File: config.mk
export PLATFORM = sky130hd
export DESIGN_NAME = ro_puf_resp_gen
export DESIGN_NICKNAME = d
export VERILOG_FILES = /design/src/rtl/ro_puf_resp_gen.sv
export SDC_FILE = /design/constraint.sdc
export NUM_CORES = 1
export LEC_CHECK = 0
export ABC_AREA = 0
export CAP_MARGIN = 25
export CORE_UTILIZATION = 39
export CTS_CLUSTER_SIZE = 12
export DETAILED_ROUTE_END_ITERATION = 7
export GPL_TIMING_DRIVEN = 1
export PLACE_DENSITY_LB_ADDON = 0.05
export SLEW_MARGIN = 20
export SYNTH_ARGS = -nofsm -noshare
export SYNTH_HDL_FRONTEND = slang
export SYNTH_SLANG_ARGS = --single-unit
File: constraint.sdc
create_clock -name clk -period 2 [get_ports clk]
set_input_delay 0.5 -clock clk [delete_from_list [all_inputs] [get_ports clk]]
set_output_delay 0.5 -clock clk [all_outputs]
set_load 0.01 [all_outputs]
File: src/rtl/ro_puf_resp_gen.sv
// Ring-oscillator PUF response generator.
// Runs the RO counter pair once per response bit, compares the frozen counts
// and builds an NBITS response word, which it presents on a valid/ready handshake.
// Optional build macro: RESP_UNSTABLE_MASK_EN adds the `unstable` output, which
// marks the bits whose count difference is below MARGIN.
module ro_puf_resp_gen #(
    parameter int unsigned CW      = 8,
    parameter int unsigned NBITS   = 16,
    parameter int unsigned SETTLE  = 4,
    parameter int unsigned TIMEOUT = 4095
`ifdef RESP_UNSTABLE_MASK_EN
    ,
    parameter int unsigned MARGIN  = 2
`endif
) (
    input  logic                                   clk,
    input  logic                                   reset,
    input  logic                                   start,
    input  logic [CW-1:0]                          cnt_a,
    input  logic [CW-1:0]                          cnt_b,
    output logic                                   ctr_reset,
    output logic                                   ctr_enable,
    output logic [((NBITS > 1) ? $clog2(NBITS) : 1)-1:0] pair_sel,
    output logic                                   busy,
    output logic                                   resp_valid,
    input  logic                                   resp_ready,
    output logic [NBITS-1:0]                       response,
`ifdef RESP_UNSTABLE_MASK_EN
    output logic [NBITS-1:0]                       unstable,
`endif
    output logic                                   timeout_err
);

    localparam int unsigned PW   = (NBITS > 1) ? $clog2(NBITS) : 1;
    localparam int unsigned TMAX = (TIMEOUT > SETTLE) ? TIMEOUT : SETTLE;
    localparam int unsigned TW   = $clog2(TMAX + 1);

    localparam logic [TW-1:0] CLR_LAST    = TW'(1);
    localparam logic [TW-1:0] RUN_LAST    = TW'(TIMEOUT - 1);
    localparam logic [TW-1:0] SETTLE_LAST = TW'(SETTLE - 1);
    localparam logic [PW-1:0] SEL_LAST    = PW'(NBITS - 1);

    typedef enum logic [2:0] {
        S_IDLE   = 3'd0,
        S_CLR    = 3'd1,
        S_RUN    = 3'd2,
        S_SETTLE = 3'd3,
        S_CMP    = 3'd4,
        S_OUT    = 3'd5
    } state_t;

    state_t        state;
    state_t        state_nxt;
    logic          timeout_hit;
    logic [TW-1:0] timer;
    logic [1:0]    sat_sync;
    logic          sat_raw;
    logic          sat_s;
    logic          bit_val;

    // Saturation flag from the RO-clocked counters; the only count-derived signal used before they freeze
    assign sat_raw = (&cnt_a) | (&cnt_b);
    assign sat_s   = sat_sync[1];
    assign bit_val = (cnt_a > cnt_b);

`ifdef RESP_UNSTABLE_MASK_EN
    localparam logic [CW:0] MARGIN_V = (CW + 1)'(MARGIN);
    logic [CW:0] abs_diff;
    logic        unstable_bit;

    // Magnitude of the count difference, widened so the subtraction cannot wrap
    assign abs_diff     = (cnt_a >= cnt_b) ? ({1'b0, cnt_a} - {1'b0, cnt_b})
                                           : ({1'b0, cnt_b} - {1'b0, cnt_a});
    assign unstable_bit = (abs_diff < MARGIN_V);
`endif

    // Two-flop synchronizer for the asynchronous saturation flag
    always_ff @(posedge clk or posedge reset) begin
        if (reset) begin
            sat_sync <= 2'b00;
        end else begin
            sat_sync <= {sat_sync[0], sat_raw};
        end
    end

    // State register
    always_ff @(posedge clk or posedge reset) begin
        if (reset) begin
            state <= S_IDLE;
        end else begin
            state <= state_nxt;
        end
    end

    // Next-state logic; saturation wins over a coincident timeout
    always_comb begin
        state_nxt   = state;
        timeout_hit = 1'b0;
        case (state)
            S_IDLE: begin
                if (start) state_nxt = S_CLR;
            end
            S_CLR: begin
                if (timer == CLR_LAST) state_nxt = S_RUN;
            end
            S_RUN: begin
                if (sat_s) begin
                    state_nxt = S_SETTLE;
                end else if (timer == RUN_LAST) begin
                    state_nxt   = S_SETTLE;
                    timeout_hit = 1'b1;
                end
            end
            S_SETTLE: begin
                if (timer == SETTLE_LAST) state_nxt = S_CMP;
            end
            S_CMP: begin
                state_nxt = (pair_sel == SEL_LAST) ? S_OUT : S_CLR;
            end
            S_OUT: begin
                if (resp_valid && resp_ready) state_nxt = S_IDLE;
            end
            default: state_nxt = S_IDLE;
        endcase
    end

    // Phase timer, cleared on every state change and parked in IDLE/OUT
    always_ff @(posedge clk or posedge reset) begin
        if (reset) begin
            timer <= '0;
        end else if ((state_nxt != state) || (state == S_IDLE) || (state == S_OUT)) begin
            timer <= '0;
        end else begin
            timer <= timer + TW'(1);
        end
    end

    // Registered control outputs, decoded from the next state so they align with it
    always_ff @(posedge clk or posedge reset) begin
        if (reset) begin
            ctr_reset  <= 1'b1;
            ctr_enable <= 1'b0;
            busy       <= 1'b0;
            resp_valid <= 1'b0;
        end else begin
            ctr_reset  <= (state_nxt == S_IDLE) || (state_nxt == S_CLR);
            ctr_enable <= (state_nxt == S_RUN);
            busy       <= (state_nxt != S_IDLE);
            resp_valid <= (state_nxt == S_OUT);
        end
    end

    // Response word, bit index and sticky timeout flag
    always_ff @(posedge clk or posedge reset) begin
        if (reset) begin
            response    <= '0;
            pair_sel    <= '0;
            timeout_err <= 1'b0;
`ifdef RESP_UNSTABLE_MASK_EN
            unstable    <= '0;
`endif
        end else begin
            if ((state == S_IDLE) && start) begin
                response    <= '0;
                pair_sel    <= '0;
                timeout_err <= 1'b0;
`ifdef RESP_UNSTABLE_MASK_EN
                unstable    <= '0;
`endif
            end
            if (timeout_hit) begin
                timeout_err <= 1'b1;
            end
            if (state == S_CMP) begin
                response[pair_sel] <= bit_val;
`ifdef RESP_UNSTABLE_MASK_EN
                unstable[pair_sel] <= unstable_bit;
`endif
                if (pair_sel != SEL_LAST) begin
                    pair_sel <= pair_sel + PW'(1);
                end
            end
            if ((state == S_OUT) && resp_valid && resp_ready) begin
                pair_sel <= '0;
            end
        end
    end

endmodule
==> impl_metrics.tcl <==
set metrics [dict create \
    drtAntennaViolNets 0 \
    grt_pass1_wl_um 8887 \
    rows 27 \
    synth.distinct_cells 42 \
    port_buffers 44 \
    path_class "input pin to register" \
    synth-seq-cells 42 \
    required_ps 2230 \
    grt_remaining_overflow 0 \
    fmax_mhz 511.2 \
    nFillCells 542 \
    diodes 0 \
    skew_ps 7.970 \
    root_buffer "clkbuf_8" \
    die_x_um 79.13 \
    clkSinkCount 42 \
    ys_seq_area_share_pct 45.36 \
    via_per_inst 5.251 \
    finalSetupViolCount 0 \
    drv_cap 0 \
    wl_per_cell_um 14.06 \
    worst-slew-pin-transition_ps 543.5 \
    start_kind "input pin" \
    nNetsFinal 352 \
    hold_start "sat_sync[0]$_DFF_PP0_" \
    numCtsBuffers 5 \
    slew_violations 0 \
    final_common_cell "clkdlybuf4s50_1" \
    clock_latency_ps 290 \
    r2r-start "state[0]$_DFF_PP0_" \
    syn_nets 287 \
    grt_start_max_net_pins 30 \
    clkTransAtPathRegs_ps 80 \
    synth_top_area_share_pct 44.23 \
    yosysTopAreaCell "dfrtp_1" \
    power_leakage_uw 0.001379 \
    finalCoreUtilization_pct 55.91 \
    drt_iter0_markers 101 \
    io_pins 45 \
    startpoint "resp_ready" \
    die_area_mm2 0.006261 \
    finalCritPeriodShare_pct 97.81 \
    hold_path_class "register to register" \
    synth_area_mm2 0.002320 \
    core_area_mm2 0.005608 \
    drt_wl_total_um 5482 \
    start_util_pct 41.37 \
    avgSynthCellArea_um2 9.205 \
    worstPathArrival_ps 2180 \
    dpl.hpwl_um 3904 \
    cts.path.max_buffers 2 \
    htreeDepth 2 \
    vdd.ir_drop.worst_mv 0.5803 \
    place_area_mm2 0.002967 \
    powerDensity_mw_per_mm2 899.6 \
    firstDrtPassIters 4 \
    vias 2048 \
    grt_pass1_vias 1873 \
    max-slew-margin-rel_pct 63.54 \
    synth-main-ff-cell "dfrtp_1" \
    cp_max_fo 6 \
    hold_viol 0 \
    yosys-top-cells-area "dfrtp_1 (44%), nand3_1 (8.2%), ha_1 (8.1%)" \
    final_cell_mix "clkdlybuf4s50_1 (42), dfrtp_1 (41), nand3_1 (38)" \
    gp_congestion 0.7858 \
    die_y_um 79.13 \
    period_needed_ps 1956 \
    synthArstFlopShare_pct 100.0 \
    hold_buffers 0 \
    fin_area_mm2 0.003136 \
    fin_tns_setup_ps 0 \
    drcViolationCount 0 \
    drive_gt1_share_pct 14.47 \
    area_delta_synth_final_pct 35.17 \
    status "completed" \
    critPathCaptureType "register" \
    synth_edf_count 0 \
    syn_inst 252 \
    yosysWarningCount 0 \
    cts_tree "done" \
    antenna_found_initial 0 \
    track_usage_pct 18.24 \
]
## final timing paths
path / endpoint / slack, ps / cells past startpoint
min in group asynchronous: timer[7]$_DFF_PP0_ / 490 / 2
max in group asynchronous: pair_sel[2]$_DFF_PP0_ / 1020 / 3
min reg2reg: sat_sync[1]$_DFF_PP0_ / 350 / 0
max: timer[5]$_DFF_PP0_ / 40 / 6
max reg2reg: timer[5]$_DFF_PP0_ / 140 / 5
min: sat_sync[1]$_DFF_PP0_ / 350 / 0
## worst max-delay path, cell delays in order
cell             delay, ps
clkdlybuf4s50_1        480
nand3_1                 80
a211oi_1               360
o21ai_2                150
a221o_2                490
nor2_1                 130
## logic make-up (layout without fill, tap and decap cells)
| group | Yosys count | in the layout | share of synthesized area [%] |
|---|---|---|---|
| AO/OA/AOI/OAI | 44 | 45 | 11.27 |
| XOR/XNOR | 10 | 10 | 3.776 |
| adder cells (fa/ha/maj) | 15 | 15 | 8.091 |
| buffers and inverters | 30 | 95 | 5.717 |
| flip-flops | 42 | 42 | 45.36 |
| AND/OR/NAND/NOR | 111 | 111 | 25.78 |
## state kept, by name, summed over array words and instances (netlist names)
register     count
sat_sync         2
state            3
ctr_enable       1
resp_valid       1
pair_sel         4
response        16
ctr_reset        1
timeout_err      1
timer           12
busy             1
## cell usage after synthesis, types with 7 or more instances
| cell type | number |
|---|---|
| a21oi_1 | 8 |
| nand3_1 | 38 |
| xor2_1 | 7 |
| o21ai_0 | 22 |
| nand2_1 | 17 |
| nor2_1 | 19 |
| dfrtp_1 | 41 |
| inv_1 | 19 |
| ha_1 | 15 |
| nand4_1 | 13 |
## repair_timing
action                                 in CTS  in global routing
resized for setup                           0                 23
endpoints found under the hold margin       0                  0
setup buffers                               0                  1
setup endpoints to repair                   0                 27
## metrics by stage
step	power (uW)	std cells	hold WS, ps	setup WS [ps]
after floorplan	1721	252	331.2	21.24
after global routing	3003	390	372.8	-7.784
after detailed placement	2098	379	339.5	-302.9
after global placement	2097	379	332.8	-280.1
final	2821	390	354.5	43.73
after CTS	2777	387	357.2	6.223
## routing by layer
metal  up-vias  GRT usage [%]  wire length (um)
met2        42          25.60              2349
met5         -              0                 0
met3        11          3.218               174
li1       1029              -                 -
met4         0          6.727                96
met1       966          27.58              2861
## where the power goes
part / internal, uW / switching (uW)
registers: 959 / 91.3
clock network: 374 / 290
logic: 496 / 611
total: 1830 / 992
## cell type report
| class | instances | area, um^2 | share of cell area [%] |
|---|---|---|---|
| flip-flops and latches | 42 | 1052 | 33.56 |
| multi-input cells | 181 | 1170 | 37.31 |
| inverters | 19 | 71.32 | 2.275 |
| repair buffers | 68 | 645.6 | 20.59 |
| clock inverters | 1 | 30.03 | 0.9577 |
| well taps | 72 | 90.09 | 2.873 |
| clock buffers | 7 | 76.32 | 2.434 |
Note: power is estimated with default switching activity, not from simulation.
